===== src/rtl/mul_div_pkg.sv =====
// Shared encodings for the multiply/divide unit: operation codes and FSM states.
package mul_div_pkg;

  localparam int unsigned WIDTH_DEF = 32;
  localparam int unsigned CNT_W_DEF = 6;

  typedef enum logic [1:0] {
    OP_MULTU = 2'b00,
    OP_MULT  = 2'b01,
    OP_DIVU  = 2'b10,
    OP_DIV   = 2'b11
  } op_e;

  typedef enum logic [1:0] {
    IDLE = 2'b00,
    RUN  = 2'b01,
    FIX  = 2'b10,
    DONE = 2'b11
  } state_e;

  function automatic logic op_is_div(op_e op);
    return (op == OP_DIVU) || (op == OP_DIV);
  endfunction

  function automatic logic op_is_signed(op_e op);
    return (op == OP_MULT) || (op == OP_DIV);
  endfunction

endpackage


===== src/rtl/mul_div_if.sv =====
// Operand/command and HI/LO result bundle between the EX stage and the mul/div unit.
interface mul_div_if #(
  parameter int unsigned WIDTH = 32
) ();

  logic             start;
  logic [1:0]       op;
  logic [WIDTH-1:0] a;
  logic [WIDTH-1:0] b;
  logic             wr_hi;
  logic             wr_lo;
  logic [WIDTH-1:0] wdata;
  logic [WIDTH-1:0] hi;
  logic [WIDTH-1:0] lo;
  logic             busy;
  logic             done;
  logic             div_zero;

  modport master (
    output start, op, a, b, wr_hi, wr_lo, wdata,
    input  hi, lo, busy, done, div_zero
  );

  modport slave (
    input  start, op, a, b, wr_hi, wr_lo, wdata,
    output hi, lo, busy, done, div_zero
  );

endinterface


===== src/rtl/addsub_nbit.sv =====
// WIDTH-bit adder/subtractor; sub inverts b and forces the carry-in high.
module addsub_nbit #(
  parameter int unsigned WIDTH = 32
) (
  input  logic [WIDTH-1:0] a,
  input  logic [WIDTH-1:0] b,
  input  logic             sub,
  input  logic             cin,
  output logic [WIDTH-1:0] sum,
  output logic             cout
);

  localparam int unsigned SW = WIDTH + 1;

  logic [WIDTH-1:0] b_eff;
  logic             c_in;

  assign b_eff = sub ? ~b : b;
  assign c_in  = sub | cin;
  assign {cout, sum} = SW'(a) + SW'(b_eff) + SW'(c_in);

endmodule


===== src/rtl/mul_div_unit.sv =====
// Iterative multiply/divide unit producing architectural HI/LO, plus MTHI/MTLO writes.
// One result bit per cycle: shift-add multiply, restoring divide, then a sign-fix cycle.
module mul_div_unit
  import mul_div_pkg::*;
#(
  parameter int unsigned WIDTH = WIDTH_DEF,
  parameter int unsigned CNT_W = CNT_W_DEF
) (
  input logic         clk,
  input logic         rst,
  mul_div_if.slave    bus
);

  localparam logic [CNT_W-1:0] CNT_LAST = CNT_W'(WIDTH - 1);

  state_e               state_q, state_d;
  logic [CNT_W-1:0]     cnt_q;
  logic                 div_q;
  logic [2*WIDTH-1:0]   prod_q;
  logic [WIDTH-1:0]     opb_q;
  logic [WIDTH-1:0]     a_raw_q;
  logic                 neg_q_q;
  logic                 neg_r_q;
  logic                 dz_q;
  logic [WIDTH-1:0]     hi_q;
  logic [WIDTH-1:0]     lo_q;
  logic                 busy_q;
  logic                 done_q;
  logic                 dz_out_q;

  logic [WIDTH-1:0]     lo_a, lo_b, lo_sum;
  logic                 lo_sub, lo_cin, lo_cout;
  logic [WIDTH-1:0]     hi_a, hi_b, hi_sum;
  logic                 hi_sub, hi_cin, hi_cout;

  op_e                  op_in;
  logic                 in_signed;
  logic [WIDTH-1:0]     a_abs, b_abs;
  logic [WIDTH-1:0]     prod_hi, prod_lo, div_shift;
  logic                 trial_ok;

  assign op_in     = op_e'(bus.op);
  assign in_signed = op_is_signed(op_in);
  assign prod_hi   = prod_q[2*WIDTH-1:WIDTH];
  assign prod_lo   = prod_q[WIDTH-1:0];
  assign div_shift = {prod_hi[WIDTH-2:0], prod_lo[WIDTH-1]};
  // The bit shifted out of the partial remainder makes the trial non-negative on its own.
  assign trial_ok  = prod_hi[WIDTH-1] | lo_cout;
  assign a_abs     = (in_signed && bus.a[WIDTH-1]) ? lo_sum : bus.a;
  assign b_abs     = (in_signed && bus.b[WIDTH-1]) ? hi_sum : bus.b;

  addsub_nbit #(.WIDTH(WIDTH)) u_lo (
    .a(lo_a), .b(lo_b), .sub(lo_sub), .cin(lo_cin), .sum(lo_sum), .cout(lo_cout)
  );

  addsub_nbit #(.WIDTH(WIDTH)) u_hi (
    .a(hi_a), .b(hi_b), .sub(hi_sub), .cin(hi_cin), .sum(hi_sum), .cout(hi_cout)
  );

  // Adder steering: operand negation in IDLE, iteration in RUN, sign fix in FIX.
  always_comb begin
    lo_a   = '0;
    lo_b   = '0;
    lo_sub = 1'b0;
    lo_cin = 1'b0;
    hi_a   = '0;
    hi_b   = '0;
    hi_sub = 1'b0;
    hi_cin = 1'b0;
    case (state_q)
      IDLE: begin
        lo_b   = bus.a;
        lo_sub = 1'b1;
        hi_b   = bus.b;
        hi_sub = 1'b1;
      end
      RUN: begin
        if (div_q) begin
          lo_a   = div_shift;
          lo_b   = opb_q;
          lo_sub = 1'b1;
        end else begin
          hi_a = prod_hi;
          hi_b = prod_lo[0] ? opb_q : '0;
        end
      end
      FIX: begin
        lo_b   = prod_lo;
        lo_sub = 1'b1;
        if (div_q) begin
          hi_b   = prod_hi;
          hi_sub = 1'b1;
        end else begin
          hi_b   = ~prod_hi;
          hi_cin = lo_cout;
        end
      end
      default: ;
    endcase
  end

  always_ff @(posedge clk or posedge rst) begin
    if (rst) state_q <= IDLE;
    else     state_q <= state_d;
  end

  always_comb begin
    state_d = state_q;
    case (state_q)
      IDLE:    if (bus.start) state_d = RUN;
      RUN:     if (cnt_q == CNT_LAST) state_d = FIX;
      FIX:     state_d = DONE;
      DONE:    state_d = IDLE;
      default: state_d = IDLE;
    endcase
  end

  always_ff @(posedge clk or posedge rst) begin
    if (rst) begin
      cnt_q    <= '0;
      div_q    <= 1'b0;
      prod_q   <= '0;
      opb_q    <= '0;
      a_raw_q  <= '0;
      neg_q_q  <= 1'b0;
      neg_r_q  <= 1'b0;
      dz_q     <= 1'b0;
      hi_q     <= '0;
      lo_q     <= '0;
      busy_q   <= 1'b0;
      done_q   <= 1'b0;
      dz_out_q <= 1'b0;
    end else begin
      done_q   <= 1'b0;
      dz_out_q <= 1'b0;
      busy_q   <= (state_q == RUN) || (state_q == FIX);
      case (state_q)
        IDLE: begin
          if (bus.wr_hi) hi_q <= bus.wdata;
          if (bus.wr_lo) lo_q <= bus.wdata;
          if (bus.start) begin
            cnt_q   <= '0;
            div_q   <= op_is_div(op_in);
            prod_q  <= {{WIDTH{1'b0}}, a_abs};
            opb_q   <= b_abs;
            a_raw_q <= bus.a;
            neg_q_q <= in_signed & (bus.a[WIDTH-1] ^ bus.b[WIDTH-1]);
            neg_r_q <= in_signed & bus.a[WIDTH-1];
            dz_q    <= op_is_div(op_in) & (bus.b == '0);
          end
        end
        RUN: begin
          cnt_q <= cnt_q + CNT_W'(1);
          if (div_q) prod_q <= {trial_ok ? lo_sum : div_shift, prod_lo[WIDTH-2:0], trial_ok};
          else       prod_q <= {hi_cout, hi_sum, prod_lo[WIDTH-1:1]};
        end
        FIX: begin
          if (!div_q) begin
            if (neg_q_q) prod_q <= {hi_sum, lo_sum};
          end else if (!dz_q) begin
            if (neg_q_q) prod_q[WIDTH-1:0]       <= lo_sum;
            if (neg_r_q) prod_q[2*WIDTH-1:WIDTH] <= hi_sum;
          end
        end
        DONE: begin
          hi_q     <= dz_q ? a_raw_q : prod_hi;
          lo_q     <= prod_lo;
          done_q   <= 1'b1;
          dz_out_q <= dz_q;
          cnt_q    <= '0;
        end
        default: ;
      endcase
    end
  end

  assign bus.hi       = hi_q;
  assign bus.lo       = lo_q;
  assign bus.busy     = busy_q;
  assign bus.done     = done_q;
  assign bus.div_zero = dz_out_q;

endmodule

===== src/flat_wrapper.sv =====
// flat-port wrapper written by rule: the top's interface ports become plain ports
module mul_div_unit_flat import mul_div_pkg::*;
#(
  parameter int unsigned WIDTH = WIDTH_DEF,
  parameter int unsigned CNT_W = CNT_W_DEF
)
  (clk, rst, bus_start, bus_op, bus_a, bus_b, bus_wr_hi, bus_wr_lo, bus_wdata, bus_hi, bus_lo, bus_busy, bus_done, bus_div_zero);
  mul_div_if #(.WIDTH(WIDTH)) bus_i ();
  input logic clk;
  input logic rst;
  input wire logic [$bits(bus_i.start)-1:0] bus_start;
  input wire logic [$bits(bus_i.op)-1:0] bus_op;
  input wire logic [$bits(bus_i.a)-1:0] bus_a;
  input wire logic [$bits(bus_i.b)-1:0] bus_b;
  input wire logic [$bits(bus_i.wr_hi)-1:0] bus_wr_hi;
  input wire logic [$bits(bus_i.wr_lo)-1:0] bus_wr_lo;
  input wire logic [$bits(bus_i.wdata)-1:0] bus_wdata;
  output wire logic [$bits(bus_i.hi)-1:0] bus_hi;
  output wire logic [$bits(bus_i.lo)-1:0] bus_lo;
  output wire logic [$bits(bus_i.busy)-1:0] bus_busy;
  output wire logic [$bits(bus_i.done)-1:0] bus_done;
  output wire logic [$bits(bus_i.div_zero)-1:0] bus_div_zero;
  assign bus_i.start = bus_start;
  assign bus_i.op = bus_op;
  assign bus_i.a = bus_a;
  assign bus_i.b = bus_b;
  assign bus_i.wr_hi = bus_wr_hi;
  assign bus_i.wr_lo = bus_wr_lo;
  assign bus_i.wdata = bus_wdata;
  assign bus_hi = bus_i.hi;
  assign bus_lo = bus_i.lo;
  assign bus_busy = bus_i.busy;
  assign bus_done = bus_i.done;
  assign bus_div_zero = bus_i.div_zero;
  mul_div_unit #(.WIDTH(WIDTH), .CNT_W(CNT_W)) u_core (.clk(clk), .rst(rst), .bus(bus_i));
endmodule

===== config.mk =====
export PLATFORM = sky130hd
export DESIGN_NAME = mul_div_unit_flat
export DESIGN_NICKNAME = d
export VERILOG_FILES = /design/src/rtl/mul_div_pkg.sv /design/src/rtl/mul_div_if.sv /design/src/rtl/addsub_nbit.sv /design/src/rtl/mul_div_unit.sv /design/src/flat_wrapper.sv
export SDC_FILE = /design/constraint.sdc
export NUM_CORES = 1
export LEC_CHECK = 0
export CAP_MARGIN = 20
export CORE_MARGIN = 4
export CORE_UTILIZATION = 25
export CTS_CLUSTER_DIAMETER = 60
export DETAILED_ROUTE_END_ITERATION = 10
export SYNTH_ARGS = -nofsm -noshare
export SYNTH_HDL_FRONTEND = slang
export SYNTH_SLANG_ARGS = --single-unit

===== constraint.sdc =====
create_clock -name clk -period 12.8 [get_ports clk]
set_clock_uncertainty 0.1 [all_clocks]
set_input_delay 3.84 -clock clk [delete_from_list [all_inputs] [get_ports clk]]
set_output_delay 3.84 -clock clk [all_outputs]
set_load 0.02 [all_outputs]

==> results.cfg, run 1 <==
[run_status]
outcome = finished, final reports clean

[synthesis]
synth_flop_cell = dfrtp_1
synth_most_common_cell = nand2_1
synth_common_cells = nand2_1, dfrtp_1, o21ai_0
synth.area.top_cells = dfrtp_1, ha_1, nand2_1
synthesis.area_um2 = 17600
synth_seq_cells = 207
synth_enable_flop_cells = 0
synth_cell_types = 69
yosysWarnings = 0
synth_seq_area_share_pct = 29.4
yosysTopAreaCellShare_pct = 29.4
syn-num-nets = 2340
postSynthAreaPerCell_um2 = 8.38
async_flop_share_pct = 100
synthCells = 2101
synth_area_leader_cell = dfrtp_1

[global_route]
grt_use_total_pct = 17.5
grt_max_degree = 93
gr-total-overflow = 0
grt_pass1_vias = 16115
grt_pass1_wl_um = 103000
antenna_found_initial = 12

[critical_path]
r2r_cells = 25
critical_path_required_ns = 13.17
crit_path_end_kind = flop
critical_path_arrival_ns = 10.06
start_kind = input pin
crit_fanout = 4
worstSetupPathType = in2reg

[drt]
vias = 16774
wire_per_inst_um = 21.6
ant_nets = 0
drc = 0
vias_per_cell = 5.35
dr.first_iter.drc_count = 1841
finalWirelength_um = 67600
dr.pass1.iters = 6

[floorplanning]
die_h_um = 273
row_count = 97
io_pins = 170
die_x_um = 273
core_um2 = 69900
die-area_um2 = 74700
initial_core_util_pct = 25.2

[sta]
post-route-period-util_pct = 75.7
relSlewSlack_pct = 30.6
finalHoldViolations = 0
fin_crit_ns = 9.69
worst_pin_slew_ns = 1.03
setup_tns_ns = 0
rsz0062_at_grt = false
max_freq_mhz = 103
finalSetupViolCount = 0
slew_viol_final = 0

[clocking]
clk_path_buf_depth = 3
ctsHoldBuffers = 0
clk_pin_slew_ns = 0.06
cts_tree = yes
clkLatencyLatePin_ns = 0.56
clock_tree.root_cell = clkbuf_16
cts_sinks = 207
cts_setup_buffers = 0
cts_buffers = 26
cts_resized = 0
h-tree-depth = 1

[run]
cap_violations = 0

[pwr]
p_leak_nw = 9.00
peakVddDrop_mv = 0.161
pwr_density_cell_nw_per_um2 = 317

[placed_design]
dp_hpwl_um = 49100
gp_congestion = 0.930
port_buffers = 169

[finish]
fin_util_pct = 30.2
syn2layout_area_growth_pct = 20.1
fill_cells = 7474
drive_gt1_share_pct = 7.93
final_nets = 2412

[hold_path]
holdPathStages = 2
hp-class = reg2reg
-- layout by cell type, fill, tap and decap left out, drive strengths merged, types with 8 or more instances in the layout --
cell type,netlist,final
nand2,298,298
dfrtp,207,207
o21ai,186,186
clkdlybuf4s50,0,169
nor2,140,140
ha,133,133
a21oi,125,125
mux2i,98,98
and2,77,77
mux2,72,72
xnor2,65,65
a222oi,63,63
xor2,50,50
a221oi,36,36
clkbuf,133,36
nand3,35,35
inv,26,30
nor3,29,29
a21o,28,28
buf,20,28
and3,27,27
a31oi,21,21
o31ai,17,17
a22oi,16,16
o211ai,14,14
a211oi,12,12
nand4,10,10
a21boi,10,10
nor4,10,10
clkinv,4,9
nand2b,8,8
a211o,8,8
nor2b,8,8
-- worst max-delay path, cell delays in order --
cell and delay [ns]:
clkdlybuf4s50_1 0.53, a22oi_1 0.13, a21oi_1 0.30, o2bb2ai_1 0.20, inv_1 0.10, fa_1 0.46, nand2b_1 0.18, a21oi_1 0.30
o21ai_0 0.24, o2111ai_1 0.35, and3_1 0.26, a31oi_1 0.13, fa_1 0.53, fa_1 0.47, nor2b_1 0.17, o2111ai_1 0.14
a211o_1 0.33, and3_1 0.22, o31ai_1 0.37, a311oi_1 0.18, xnor2_1 0.28, a22oi_1 0.13, o211ai_1 0.20
-- metrics by stage --
stage / power (mW) / hold WS [ns] / instance area [um2] / setup slack [ns] / instances
6_report: 6.71 / 0.377 / 21100 / 3.11 / 3137
5_1_grt: 7.23 / 0.401 / 21100 / 2.64 / 3134
4_1_cts: 6.65 / 0.384 / 21100 / 3.14 / 3133
3_5_place_dp: 5.85 / 0.369 / 20200 / 2.58 / 3085
3_3_place_gp: 5.82 / 0.361 / 20200 / 2.77 / 3085
2_1_floorplan: 4.42 / 0.350 / 17600 / 3.21 / 2101
-- logic make-up (layout without fill, tap and decap cells) --
logic type / count (synthesis) / after routing / share of synthesized area (%)
AO/OA/AOI/OAI: 619 / 619 / 23.6
XOR/XNOR: 115 / 115 / 5.72
adder cells (fa/ha/maj): 136 / 136 / 9.79
buffers and inverters: 183 / 275 / 3.91
flip-flops: 207 / 207 / 29.4
multiplexers: 170 / 170 / 10.2
other: 0 / 4 / 0
AND/OR/NAND/NOR: 671 / 671 / 17.3
-- metal layers --
layer	routed length, um	vias to the layer above	track usage (%)
li1	-	7893	-
met1	29700	8069	23.8
met2	29800	678	27.8
met3	6100	118	4.02
met4	1940	16	5.27
met5	81	-	0
-- registers in the layout, summed over array words and instances, names as in the netlist --
register and flops:
u_core.bus.done 1, u_core.state_q 2, u_core.neg_r_q 1, u_core.bus.lo 32
u_core.div_q 1, u_core.bus.div_zero 1, u_core.dz_q 1, u_core.opb_q 32
u_core.neg_q_q 1, u_core.a_raw_q 32, u_core.cnt_q 6, u_core.bus.hi 32
u_core.bus.busy 1, u_core.prod_q 64
-- path summary, 6_finish.rpt --
check                                   from           endpoint  slack, ns
max                                 bus_a[0]  u_core.prod_q[58]       3.11
min                         u_core.bus.hi[6]   u_core.bus.hi[6]       0.38
min in group asynchronous                rst   u_core.bus.lo[4]       3.71
max in group asynchronous                rst  u_core.prod_q[54]       7.53
min reg2reg                 u_core.bus.hi[6]   u_core.bus.hi[6]       0.38
max reg2reg                u_core.state_q[1]  u_core.prod_q[58]       4.79
-- power by group --
| group | leakage, nW | switching [mW] | internal, mW |
|---|---|---|---|
| clock | 0.443 | 0.319 | 0.459 |
| sequential | 2.59 | 0.358 | 0.959 |
| combinational | 5.96 | 2.88 | 1.73 |
-- area by class of cell --
| type | count | area [um2] | share of cell area (%) |
|---|---|---|---|
| antenna | 4 | 10.0 | 0.0474 |
| clock buffer | 36 | 759 | 3.59 |
| clock inverter | 12 | 140 | 0.663 |
| inverter | 30 | 120 | 0.568 |
| multi-input combinational | 1711 | 11800 | 56.1 |
| sequential | 207 | 5180 | 24.5 |
| tap | 940 | 1180 | 5.56 |
| timing repair buffer | 197 | 1900 | 9.00 |
(Power assumes the default switching activity.)
==> run 2, diff against run 1 <==
==> constraint.sdc (replaced) <==
create_clock -name clk -period 9.7 [get_ports clk]
set_clock_uncertainty 0.1 [all_clocks]
set_input_delay 2.91 -clock clk [delete_from_list [all_inputs] [get_ports clk]]
set_output_delay 2.91 -clock clk [all_outputs]
set_load 0.02 [all_outputs]
==> results.cfg, run 2 (synthesis results as in run 1) <==
[clocking]
clk_pin_slew_ns = 0.06
cts_tree = yes
cts_buffers = 27
h-tree-depth = 1
cts_sinks = 207
clock_tree.root_cell = clkbuf_16
clk_path_buf_depth = 3
cts_resized = 0
clkLatencyLatePin_ns = 0.56
cts_setup_buffers = 0
ctsHoldBuffers = 0

[critical_path]
critical_path_required_ns = 10.06
cp_slowest_cell = clkdlybuf4s50_1
critical_path_arrival_ns = 9.09
path_cells = clkdlybuf4s50_1, a22oi_1, a21oi_1, o2bb2ai_1, inv_1, fa_1, nand2b_1, a21oi_1, o21ai_0, o2111ai_1, and3_1, a31oi_1, fa_1, fa_1, nor2b_1, o2111ai_1, a211o_1, and3_1, o31ai_1, a311oi_1, xnor2_1, a22oi_1, o211ai_1
worstSetupPathType = in2reg
slowest_delay_ns = 0.54
reg2reg_setup_slack_ns = 2.16
crit_path_end_kind = flop
crit_path_frequent_cell = fa_1
crit_fanout = 4
start_kind = input pin

[placed_design]
gp_congestion = 0.908
dp_hpwl_um = 49900
port_buffers = 169

[floorplanning]
io_pins = 170
core_um2 = 69900
die-area_um2 = 74700
die_x_um = 273
row_count = 97
initial_core_util_pct = 25.2
die_h_um = 273

[drt]
ant_nets = 0
finalWirelength_um = 68200
dr.pass1.iters = 9
vias = 16850
drc = 0
dr.first_iter.drc_count = 2010
wire_per_inst_um = 21.7
vias_per_cell = 5.36

[sta]
finalSetupViolCount = 0
finalHoldViolations = 0
relSlewSlack_pct = 31.8
worst_pin_slew_ns = 1.01
max_freq_mhz = 115
fin_crit_ns = 8.73
holdWs_ns = 0.376
slew_viol_final = 0
rsz0062_at_grt = false
setup_tns_ns = 0
post-route-period-util_pct = 90.0

[global_route]
grt_pass1_vias = 16306
antenna_found_initial = 11
grt_pass1_wl_um = 104000
grt_use_total_pct = 17.6
gr-total-overflow = 0
grt_max_degree = 83

[pwr]
peakVddDrop_mv = 0.196
p_leak_nw = 9.02
pwr_density_cell_nw_per_um2 = 421

[finish]
final_nets = 2416
drive_gt1_share_pct = 8.24
largest_register_ffs = 64
final_common_cell = nand2_1
regMostFlops = u_core.prod_q
syn2layout_area_growth_pct = 20.3
final_cell_mix = nand2_1, dfrtp_1, o21ai_0

[hold_path]
hp-class = reg2reg

[run_status]
outcome = finished, final reports clean

[run]
cap_violations = 0
[run 2: changes by cell type in the layout (fill, tap and decap cells not counted), sizes merged]
cell and change:
buf +2, clkinv +2, clkinvlp -1, inv +1
[run 2: routing by layer]
| metal | share of wire (%) | routed length, um | GRT usage [%] |
|---|---|---|---|
| met1 | 44 | 29900 | 24.3 |
| met4 | 2.3 | 1580 | 4.55 |
| met2 | 45 | 30600 | 28.2 |
| met5 | 0.13 | 90 | 0 |
| met3 | 9.0 | 6120 | 3.58 |
[run 2: critical path: cells and delay by family]
family	cells	cell delay, ns
and+or+nand+nor	4	0.86
xor gates and xnor gates	1	0.27
AOI/OAI and AO/OA	13	2.97
adders and majority gates	3	1.44
buffers and inverters	2	0.64
[run 2: worst paths after layout]
check / cells past startpoint / to / start
worst max-delay path: 23 / u_core.prod_q[58] / bus_a[0]
worst min-delay path: 2 / u_core.bus.hi[16] / u_core.bus.hi[16]
worst max register to register: 22 / u_core.prod_q[58] / u_core.div_q
worst min register to register: 2 / u_core.bus.hi[16] / u_core.bus.hi[16]
max in group asynchronous: 3 / u_core.bus.hi[19] / rst
min in group asynchronous: 2 / u_core.bus.lo[0] / rst
[run 2: per-stage QoR]
| stage | util [%] | area, um2 | total power, mW | instances | setup WS (ns) |
|---|---|---|---|---|---|
| floorplan | - | 17600 | 5.84 | 2101 | 1.04 |
| global placement | 29.0 | 20200 | 7.72 | 3087 | 0.567 |
| detailed placement | 29.0 | 20200 | 7.75 | 3087 | 0.450 |
| CTS | 30.3 | 21200 | 8.83 | 3136 | 0.992 |
| global route | 30.3 | 21200 | 9.58 | 3138 | 0.547 |
| finish | 30.3 | 21200 | 8.91 | 3141 | 0.970 |
[run 2: layout make-up]
| type | instances | area, um2 |
|---|---|---|
| flip-flops and latches | 207 | 5180 |
| fillers | 7441 | 48700 |
| clock buffers | 35 | 756 |
| clock inverters | 14 | 156 |
| repair buffers | 200 | 1920 |
| multi-input cells | 1711 | 11900 |
| inverters | 30 | 120 |
| diodes | 4 | 10.0 |
| well taps | 940 | 1180 |
[run 2: power breakdown]
group	total (mW)	switching, mW	internal (mW)
Clock	1.04	0.435	0.609
Sequential	1.74	0.471	1.27
Combinational	6.12	3.83	2.30
Total	8.91	4.73	4.17
